<file path="src/rtl/io_port_bank_if.sv">
// CPU-side register bus of the I/O port bank: one address, separate write and
// read strobes, and a registered read return with a one-cycle valid pulse.
interface io_port_bank_if #(
    parameter int ADDR_WIDTH = 8,
    parameter int DATA_WIDTH = 8
);
    logic [ADDR_WIDTH-1:0] addr;
    logic                  wr_en;
    logic                  rd_en;
    logic [DATA_WIDTH-1:0] wr_data;
    logic [DATA_WIDTH-1:0] rd_data;
    logic                  rd_valid;

    modport master (
        output addr, wr_en, rd_en, wr_data,
        input  rd_data, rd_valid
    );

    modport slave (
        input  addr, wr_en, rd_en, wr_data,
        output rd_data, rd_valid
    );
endinterface

</file>
<file path="src/rtl/io_port_bank.sv">
// Memory-mapped bank of PORT_COUNT input and output ports with 2-flop input
// synchronisers, sticky change-detect flags, interrupt enables and a registered read path.
module io_port_bank #(
    parameter int                    DATA_WIDTH = 8,
    parameter int                    PORT_COUNT = 16,
    parameter int                    ADDR_WIDTH = 8,
    parameter logic [ADDR_WIDTH-1:0] BASE_ADDR  = 8'hC0,
    parameter logic [DATA_WIDTH-1:0] OUT_RESET  = '0
) (
    input  logic                             clk,
    input  logic                             reset,
    io_port_bank_if.slave                    bus,
    input  logic [PORT_COUNT*DATA_WIDTH-1:0] port_in,
    output logic [PORT_COUNT*DATA_WIDTH-1:0] port_out,
    output logic                             irq
);

    // Window sizes carry one extra bit so a window ending exactly at 2^ADDR_WIDTH still compares correctly.
    localparam logic [ADDR_WIDTH:0] N1 = (ADDR_WIDTH+1)'(PORT_COUNT);
    localparam logic [ADDR_WIDTH:0] N2 = (ADDR_WIDTH+1)'(2 * PORT_COUNT);
    localparam logic [ADDR_WIDTH:0] N3 = (ADDR_WIDTH+1)'(3 * PORT_COUNT);

    if (DATA_WIDTH < 2) begin : g_bad_data_width
        $error("io_port_bank: DATA_WIDTH must be at least 2");
    end
    if (PORT_COUNT < 1 || PORT_COUNT > 32) begin : g_bad_port_count
        $error("io_port_bank: PORT_COUNT must be in 1..32");
    end
    if ((64'(BASE_ADDR) + 64'(3 * PORT_COUNT)) > (64'd1 << ADDR_WIDTH)) begin : g_bad_window
        $error("io_port_bank: register window exceeds the address space");
    end

    logic [DATA_WIDTH-1:0] pin      [PORT_COUNT];
    logic [DATA_WIDTH-1:0] sync1_q  [PORT_COUNT];
    logic [DATA_WIDTH-1:0] sync1_d  [PORT_COUNT];
    logic [DATA_WIDTH-1:0] sync2_q  [PORT_COUNT];
    logic [DATA_WIDTH-1:0] sync2_d  [PORT_COUNT];
    logic [DATA_WIDTH-1:0] hist_q   [PORT_COUNT];
    logic [DATA_WIDTH-1:0] hist_d   [PORT_COUNT];
    logic [DATA_WIDTH-1:0] out_q    [PORT_COUNT];
    logic [DATA_WIDTH-1:0] out_d    [PORT_COUNT];
    logic [PORT_COUNT-1:0] flag_q;
    logic [PORT_COUNT-1:0] flag_d;
    logic [PORT_COUNT-1:0] ien_q;
    logic [PORT_COUNT-1:0] ien_d;
    logic [DATA_WIDTH-1:0] rd_data_q;
    logic [DATA_WIDTH-1:0] rd_data_d;
    logic                  rd_valid_q;
    logic                  rd_valid_d;

    logic [ADDR_WIDTH:0]   off;
    logic [ADDR_WIDTH:0]   idx_full;
    logic                  in_win;
    logic                  is_in;
    logic                  is_out;
    logic                  is_stat;
    logic [PORT_COUNT-1:0] sel_in;
    logic [PORT_COUNT-1:0] sel_out;
    logic [PORT_COUNT-1:0] sel_stat;
    logic [PORT_COUNT-1:0] chg;
    logic [PORT_COUNT-1:0] w1c;
    logic [DATA_WIDTH-1:0] rd_mux;

    for (genvar i = 0; i < PORT_COUNT; i++) begin : g_pack
        assign pin[i]                               = port_in[i*DATA_WIDTH +: DATA_WIDTH];
        assign port_out[i*DATA_WIDTH +: DATA_WIDTH] = out_q[i];
    end

    // Address decode; the lower-bound test keeps the subtraction from wrapping.
    always_comb begin
        off      = {1'b0, bus.addr} - {1'b0, BASE_ADDR};
        in_win   = (bus.addr >= BASE_ADDR) && (off < N3);
        is_in    = in_win && (off < N1);
        is_out   = in_win && (off >= N1) && (off < N2);
        is_stat  = in_win && (off >= N2);
        idx_full = off;
        if (is_out) begin
            idx_full = off - N1;
        end else if (is_stat) begin
            idx_full = off - N2;
        end
        sel_in   = '0;
        sel_out  = '0;
        sel_stat = '0;
        for (int i = 0; i < PORT_COUNT; i++) begin
            if (idx_full == (ADDR_WIDTH+1)'(i)) begin
                sel_in[i]   = is_in;
                sel_out[i]  = is_out;
                sel_stat[i] = is_stat;
            end
        end
    end

    // Read mux sees pre-edge register values, giving read-before-write on collisions.
    always_comb begin
        rd_mux = '0;
        for (int i = 0; i < PORT_COUNT; i++) begin
            if (sel_in[i]) begin
                rd_mux = sync2_q[i];
            end
            if (sel_out[i]) begin
                rd_mux = out_q[i];
            end
            if (sel_stat[i]) begin
                rd_mux      = '0;
                rd_mux[1:0] = {ien_q[i], flag_q[i]};
            end
        end
        rd_data_d  = bus.rd_en ? rd_mux : rd_data_q;
        rd_valid_d = bus.rd_en;
    end

    always_comb begin
        for (int i = 0; i < PORT_COUNT; i++) begin
            sync1_d[i] = pin[i];
            sync2_d[i] = sync1_q[i];
            hist_d[i]  = sync2_q[i];
            out_d[i]   = (bus.wr_en && sel_out[i]) ? bus.wr_data : out_q[i];
            chg[i]     = (sync2_q[i] != hist_q[i]);
            w1c[i]     = bus.wr_en && sel_stat[i] && bus.wr_data[0];
            // A change arriving in the same cycle as a clear keeps the flag set.
            flag_d[i]  = chg[i] || (flag_q[i] && !w1c[i]);
            ien_d[i]   = (bus.wr_en && sel_stat[i]) ? bus.wr_data[1] : ien_q[i];
        end
    end

    always_ff @(posedge clk or posedge reset) begin
        if (reset) begin
            for (int i = 0; i < PORT_COUNT; i++) begin
                sync1_q[i] <= '0;
                sync2_q[i] <= '0;
                hist_q[i]  <= '0;
                out_q[i]   <= OUT_RESET;
            end
            flag_q     <= '0;
            ien_q      <= '0;
            rd_data_q  <= '0;
            rd_valid_q <= 1'b0;
        end else begin
            for (int i = 0; i < PORT_COUNT; i++) begin
                sync1_q[i] <= sync1_d[i];
                sync2_q[i] <= sync2_d[i];
                hist_q[i]  <= hist_d[i];
                out_q[i]   <= out_d[i];
            end
            flag_q     <= flag_d;
            ien_q      <= ien_d;
            rd_data_q  <= rd_data_d;
            rd_valid_q <= rd_valid_d;
        end
    end

    assign bus.rd_data  = rd_data_q;
    assign bus.rd_valid = rd_valid_q;
    assign irq          = |(flag_q & ien_q);

endmodule
</file>
<file path="src/flat_wrapper.sv">
// flat-port wrapper written by rule: the top's interface ports become plain ports
module io_port_bank_flat 
#(
    parameter int                    DATA_WIDTH = 8,
    parameter int                    PORT_COUNT = 16,
    parameter int                    ADDR_WIDTH = 8,
    parameter logic [ADDR_WIDTH-1:0] BASE_ADDR  = 8'hC0,
    parameter logic [DATA_WIDTH-1:0] OUT_RESET  = '0
)
  (clk, reset, port_in, port_out, irq, bus_addr, bus_wr_en, bus_rd_en, bus_wr_data, bus_rd_data, bus_rd_valid);
  io_port_bank_if #(.ADDR_WIDTH(ADDR_WIDTH), .DATA_WIDTH(DATA_WIDTH)) bus_i ();
  input  logic clk;
  input  logic reset;
  input  logic [PORT_COUNT*DATA_WIDTH-1:0] port_in;
  output logic [PORT_COUNT*DATA_WIDTH-1:0] port_out;
  output logic irq;
  input wire logic [$bits(bus_i.addr)-1:0] bus_addr;
  input wire logic [$bits(bus_i.wr_en)-1:0] bus_wr_en;
  input wire logic [$bits(bus_i.rd_en)-1:0] bus_rd_en;
  input wire logic [$bits(bus_i.wr_data)-1:0] bus_wr_data;
  output wire logic [$bits(bus_i.rd_data)-1:0] bus_rd_data;
  output wire logic [$bits(bus_i.rd_valid)-1:0] bus_rd_valid;
  assign bus_i.addr = bus_addr;
  assign bus_i.wr_en = bus_wr_en;
  assign bus_i.rd_en = bus_rd_en;
  assign bus_i.wr_data = bus_wr_data;
  assign bus_rd_data = bus_i.rd_data;
  assign bus_rd_valid = bus_i.rd_valid;
  io_port_bank #(.DATA_WIDTH(DATA_WIDTH), .PORT_COUNT(PORT_COUNT), .ADDR_WIDTH(ADDR_WIDTH), .BASE_ADDR(BASE_ADDR), .OUT_RESET(OUT_RESET)) u_core (.clk(clk), .reset(reset), .bus(bus_i), .port_in(port_in), .port_out(port_out), .irq(irq));
endmodule
</file>
<file path="config.mk">
export PLATFORM = sky130hd
export DESIGN_NAME = io_port_bank_flat
export DESIGN_NICKNAME = d
export VERILOG_FILES = /design/src/rtl/io_port_bank_if.sv /design/src/rtl/io_port_bank.sv /design/src/flat_wrapper.sv
export SDC_FILE = /design/constraint.sdc
export NUM_CORES = 1
export LEC_CHECK = 0
export CORE_ASPECT_RATIO = 0.7
export CORE_UTILIZATION = 40
export DETAILED_ROUTE_END_ITERATION = 8
export GPL_TIMING_DRIVEN = 0
export PLACE_DENSITY_LB_ADDON = 0.05
export SETUP_SLACK_MARGIN = 0.4
export SYNTH_ARGS = -nofsm -noshare
export SYNTH_HDL_FRONTEND = slang
export SYNTH_SLANG_ARGS = --single-unit
export TNS_END_PERCENT = 1
</file>
<file path="constraint.sdc">
create_clock -name clk -period 36.3 [get_ports clk]
set_clock_uncertainty 0.15 [all_clocks]
set_input_delay 7.26 -clock clk [delete_from_list [all_inputs] [get_ports clk]]
set_output_delay 7.26 -clock clk [all_outputs]
set_load 0.01 [all_outputs]
</file>
==> flow_summary.json, run 1 <==
{
  "status": "complete, but fails checks",
  "violations": "capacitance limit, slew limit",
  "cts.clk_slew.worst_paths_ns": 0.06,
  "final-max-slew-violation-count": 21,
  "grt_max_degree": 140,
  "synth_ff_type": "dfrtp_1",
  "postLayoutCoreUtil_pct": 51.2,
  "antenna_found_initial": 3,
  "ir_drop_mv": 0.0433,
  "r2r_slack_ns": 33.21,
  "drcViolationCount": 0,
  "p_total_mw": 1.28,
  "hold_path_end": "u_core.hist_d[125]$_DFF_PP0_",
  "timing.rr.end": "u_core.bus.rd_data[6]$_DFFE_PP0P_",
  "port_buffers": 281,
  "antenna_left": 0,
  "setup_tns_ns": 0,
  "min_path_cells": 0,
  "place_area_um2": 26100,
  "power_switching_mw": 0.306,
  "rr_startpoint": "u_core.hist_d[38]$_DFF_PP0_",
  "power_density_nw_per_um2": 46.1,
  "cts_tree": "yes",
  "netlist.area_leader.share_pct": 62.3,
  "yosysSeqAreaShare_pct": 62.3,
  "place.gp.congestion": 1.00,
  "die_x_um": 284,
  "synth_area_leaders": "dfrtp_1, mux2_2, xor2_1",
  "synthCells": 1731,
  "finalNetCount": 2225,
  "clk_path_buf_depth": 3,
  "num_io_pins": 286,
  "cp_max_fo": 10,
  "fill_cells": 4725,
  "core_area_um2": 54300,
  "p_seq_share_pct": 51.2,
  "synth_nets": 1887,
  "worst_ep_required_time_ns": 36.62,
  "holdWs_ns": 0.197,
  "synth_edf_count": 0,
  "p_int_mw": 0.974,
  "synth_seq_cells": 553,
  "pre_cts_ws_ns": 22.53,
  "routed_wl_um": 95700,
  "setup_slack_ns": 22.59,
  "holdCritStartpoint": "u_core.sync1_q[125]$_DFF_PP0_",
  "rsz0062_at_grt": "false",
  "cts-hold-fix-buffers": 0,
  "insertion_delay_ns": 0.63,
  "path_class": "input pin to register",
  "min_path_type": "register to register",
  "syn2layout_area_growth_pct": 25.0,
  "hold_viol": 0,
  "drtIter0Drc": 2178,
  "drt-pass1-iter-count": 6,
  "grt_overflow_total": 0,
  "finalInstanceArea_um2": 27800,
  "layoutNonFillerInstCount": 2837,
  "cellLeakagePower_nw": 11.6,
  "cts_buffers": 51,
  "drive_gt1_share_pct": 13.7,
  "grt_pass1_vias": 17100,
  "swShare_pct": 23.9,
  "max_freq_ghz": 0.0730,
  "root_buffer": "clkbuf_16",
  "fp.dieH_um": 199,
  "cts_max_level": 2,
  "worstMarginPinSlew_ns": 1.51,
  "cts.sinks": 553,
  "rows": 71,
  "reg2reg_depth": 5,
  "wl_per_cell_um": 33.7,
  "vias": 17500,
  "period_needed_ns": 13.71,
  "dp_cells": 2746,
  "synth_top_cell_by_area": "dfrtp_1",
  "cap_viol_max_count": 2,
  "avgSynthCellArea_um2": 12.8,
  "hpwl_um": 71800,
  "grt_pass1_wl_um": 133000,
  "worstPathArrival_ns": 14.02,
  "synth_area_um2": 22200,
  "comb_power_share_pct": 6.3,
  "setup_viol_count_final": 0,
  "slew_headroom_pct": -1.41,
  "async_reset_ff_share_pct": 100,
  "track_usage_pct": 33.9,
  "yosysWarnings": 0,
  "vias_per_cell": 6.16,
  "start_util_pct": 40.9,
  "power_frac_clock_pct": 42.5,
  "yosysUniqueCellTypes": 85,
  "postCtsSetupBuffers": 0,
  "end_kind": "register",
  "cp-start-kind": "input pin",
  "min_period_over_period_pct": 37.8,
  "cts_resized": 0,
  "die_area_um2": 56500
}
registers in the layout (all words and copies together) (netlist names):
signal and cells:
u_core.hist_d 128, u_core.ien_q 16, u_core.bus.rd_valid 1, u_core.sync1_q 128, u_core.flag_q 16, u_core.hist_q 128
u_core.port_out 128, u_core.bus.rd_data 8
synth_stat cells (8+ instances only):
master	instances
a211oi_1	14
nand3_1	75
a221oi_1	18
o211ai_1	16
o21ai_0	59
nor4_1	42
inv_1	10
a31oi_1	17
o2111ai_1	8
o221ai_1	15
dfrtp_1	553
nand4_1	18
nand2b_1	9
clkbuf_1	62
a211o_1	10
nand2_1	83
buf_2	13
mux2_2	137
and3_1	25
nor3_1	51
a32oi_1	8
nor2_1	65
a21oi_1	42
ha_1	8
o31ai_1	10
xor2_1	129
a22oi_1	23
o22ai_1	28
a22o_1	18
o311ai_0	8
worst max path at each step:
stage | endpoint | slack (ns) | start
finish | u_core.bus.rd_data[6]$_DFFE_PP0P_ | 22.59 | bus_addr[6]
global route | u_core.bus.rd_data[6]$_DFFE_PP0P_ | 22.80 | bus_addr[6]
CTS | u_core.bus.rd_data[6]$_DFFE_PP0P_ | 23.16 | bus_addr[6]
detailed placement | u_core.bus.rd_data[6]$_DFFE_PP0P_ | 22.53 | bus_addr[6]
global placement | u_core.hist_q[11]$_DFF_PP0_ | 7.99 | reset
floorplan | u_core.bus.rd_data[0]$_DFFE_PP0P_ | 13.43 | reset
logic make-up after synthesis:
group | count (synthesis) | share of synthesized area [%]
AO/OA/AOI/OAI | 383 | 13.3
flip-flops | 553 | 62.3
adder cells (fa/ha/maj) | 8 | 0.450
XOR/XNOR | 129 | 5.08
AND/OR/NAND/NOR | 411 | 9.51
multiplexers | 144 | 7.30
buffers and inverters | 103 | 2.10
critical path, cell delays in order:
cell and delay (ns):
clkdlybuf4s50_1 0.69, ha_1 0.30, clkbuf_1 0.45, and3_1 0.31, nand2_1 0.29, nor2_1 0.64, buf_2 0.43, buf_2 0.49
buf_1 1.15, nand3_1 0.38, o221ai_1 0.52, o2111ai_1 0.31, a211oi_1 0.67, nor2_1 0.10
cell type report:
class / count / area [um2] / area share, %
Antenna cell: 4 / 10.0 / 0.0361
Multi-Input combinational cell: 1075 / 7920 / 28.5
Clock inverter: 17 / 209 / 0.753
Tap cell: 730 / 913 / 3.29
Clock buffer: 70 / 1480 / 5.32
Inverter: 10 / 45.0 / 0.162
Timing Repair Buffer: 285 / 2920 / 10.5
Sequential cell: 553 / 13800 / 49.8
Buffer: 93 / 429 / 1.55
cell usage in the layout, fill, tap and decap left out, types with 50 or more instances in the layout:
| master | Yosys | routed |
|---|---|---|
| dfrtp_1 | 553 | 553 |
| clkdlybuf4s50_1 | 0 | 281 |
| mux2_2 | 137 | 137 |
| xor2_1 | 129 | 129 |
| nand2_1 | 83 | 83 |
| nand3_1 | 75 | 75 |
| clkbuf_1 | 62 | 68 |
| nor2_1 | 65 | 65 |
| o21ai_0 | 59 | 59 |
| clkbuf_16 | 0 | 51 |
| nor3_1 | 51 | 50 |
power by group through the flow:
stage / clock (mW) / sequential, mW / combinational (mW)
after detailed placement: 0 / 0.667 / 0.0790
after global placement: 0 / 0.667 / 0.0769
after floorplan: 0 / 0.660 / 0.0374
after CTS: 0.554 / 0.656 / 0.0795
after global routing: 0.580 / 0.657 / 0.0860
final: 0.544 / 0.656 / 0.0805
metal layers:
| metal | track usage [%] | routed length [um] |
|---|---|---|
| met5 | 0 | 7 |
| met4 | 10.7 | 3140 |
| met3 | 8.24 | 9510 |
| met2 | 47.1 | 39000 |
| met1 | 51.6 | 44100 |
No activity file was read; power rests on OpenSTA's default activity.
==> inputs of run 2 (changes only) <==
clock period = 13.6 ns   (was 36.3 ns; I/O delays follow)
==> flow_summary.json, run 2 (synthesis gave the netlist of run 1 again) <==
{
  "cts_buffers": 50,
  "min_path_type": "register to register",
  "routed.top_layer": "met5",
  "power_frac_clock_pct": 43.5,
  "hold_viol": 0,
  "final-max-slew-violation-count": 0,
  "die_x_um": 284,
  "place.gp.congestion": 0.989,
  "num_io_pins": 286,
  "end_kind": "register",
  "worst_ep_required_time_ns": 13.92,
  "power_density_nw_per_um2": 124,
  "die_area_um2": 56500,
  "min_path_cells": 0,
  "grt_pass1_vias": 17300,
  "grt_max_degree": 46,
  "syn2layout_area_growth_pct": 26.1,
  "routed_wl_um": 95300,
  "status": "complete, no violations",
  "insertion_delay_ns": 0.61,
  "p_seq_share_pct": 50.2,
  "pre_cts_ws_ns": 4.23,
  "power_switching_mw": 0.829,
  "comb_power_share_pct": 6.3,
  "cts-hold-fix-buffers": 0,
  "ir_drop_mv": 0.104,
  "worstPathArrival_ns": 9.55,
  "p_int_mw": 2.66,
  "setup_slack_ns": 4.37,
  "grt_pass1_wl_um": 133000,
  "met1Wirelength_um": 44000,
  "setup_viol_count_final": 0,
  "critPathLaunch": "bus_addr[6]",
  "vias_per_cell": 6.11,
  "root_buffer": "clkbuf_16",
  "cellLeakagePower_nw": 11.7,
  "drt-pass1-iter-count": 6,
  "antenna_found_initial": 9,
  "drcViolationCount": 0,
  "cp-start-kind": "input pin",
  "path_class": "input pin to register",
  "cp_max_fo": 10,
  "cap_viol_max_count": 0,
  "cts.clk_slew.worst_paths_ns": 0.07,
  "max_freq_ghz": 0.108,
  "rr_startpoint": "u_core.hist_d[111]$_DFF_PP0_",
  "cts.sinks": 553,
  "drtIter0Drc": 2140,
  "setup_tns_ns": 0,
  "cts_tree": "yes",
  "swShare_pct": 23.8,
  "final_common_cell": "dfrtp_1",
  "finalNetCount": 2235,
  "core_area_um2": 54300,
  "min_period_over_period_pct": 67.9,
  "slew_headroom_pct": 6.63,
  "rows": 71,
  "wl_met2_um": 38500,
  "postCtsSetupBuffers": 0,
  "rsz0062_at_grt": "false",
  "port_buffers": 281,
  "holdCritStartpoint": "u_core.sync1_q[61]$_DFF_PP0_",
  "drive_gt1_share_pct": 14.3,
  "cts_max_level": 2,
  "clk_path_buf_depth": 3,
  "antenna_left": 0,
  "cts_resized": 0,
  "holdWs_ns": 0.195,
  "reg2reg_depth": 8,
  "grt_overflow_total": 0,
  "start_util_pct": 40.9,
  "route.met3.wl_um": 9430,
  "hpwl_um": 72300,
  "vias": 17500,
  "fp.dieH_um": 199,
  "worstMarginPinSlew_ns": 1.40,
  "track_usage_pct": 33.8,
  "period_needed_ns": 9.23,
  "layout_common_cells": "dfrtp_1, clkdlybuf4s50_1, mux2_2, xor2_1, nand2_1",
  "wl_per_cell_um": 33.4
}
run 2: changes by cell type in the layout (fill, tap and decap cells not counted), sizes merged:
cell      change
bufinv        +4
inv           -2
clkinv        +5
buf          +10
clkbuf        -1
clkinvlp      +2
run 2: worst paths after layout:
| check | endpoint | slack (ns) |
|---|---|---|
| setup / recovery | u_core.bus.rd_data[6]$_DFFE_PP0P_ | 4.37 |
| hold / removal | u_core.hist_d[61]$_DFF_PP0_ | 0.19 |
| setup reg to reg | u_core.bus.rd_data[7]$_DFFE_PP0P_ | 10.36 |
| hold reg to reg | u_core.hist_d[61]$_DFF_PP0_ | 0.19 |
| max in group asynchronous | u_core.hist_d[8]$_DFF_PP0_ | 8.80 |
| min in group asynchronous | u_core.sync1_q[52]$_DFF_PP0_ | 2.29 |
run 2: worst max-delay path, stage by stage:
cell and delay, ns:
clkdlybuf4s50_1 0.73, ha_1 0.30, clkbuf_1 0.42, and3_1 0.30, nand2_1 0.28, nor2_1 0.62, buf_2 0.43, clkbuf_1 0.96
clkbuf_1 0.86, nand3_1 0.29, o221ai_1 0.48, o2111ai_1 0.32, a211oi_1 0.73, nor2_1 0.09
run 2: final cells by class:
class / count / area [um2]
Fill cell: 4726 / 26200
Sequential cell: 553 / 13800
Multi-Input combinational cell: 1075 / 7930
Timing Repair Buffer: 296 / 3100
Clock buffer: 68 / 1410
Tap cell: 730 / 913
Buffer: 93 / 429
Clock inverter: 26 / 365
Inverter: 10 / 41.3
Antenna cell: 4 / 10.0
run 2: per-layer routing:
layer | vias to the layer above | GRT usage (%)
met2 | 1040 | 46.2
met5 | - | 0
met4 | 6 | 11.6
met3 | 173 | 8.32
li1 | 7146 | -
met1 | 9087 | 51.7
run 2: power by group through the flow:
stage	Sequential (mW)	Clock [mW]	Combinational (mW)
after CTS	1.75	1.54	0.218
after global placement	1.78	0	0.205
after detailed placement	1.78	0	0.217
after floorplan	1.76	0	0.0999
after global routing	1.75	1.61	0.235
final	1.75	1.51	0.221
run 2: stage by stage:
| step | power [mW] | util (%) | std cells | cell area (um2) |
|---|---|---|---|---|
| global route | 3.60 | 51.6 | 2852 | 28000 |
| CTS | 3.51 | 51.6 | 2850 | 28000 |
| detailed placement | 2.00 | 48.3 | 2756 | 26200 |
| finish | 3.48 | 51.6 | 2855 | 28000 |
| floorplan | 1.86 | - | 1731 | 22200 |
| global placement | 1.99 | 47.8 | 2742 | 25900 |
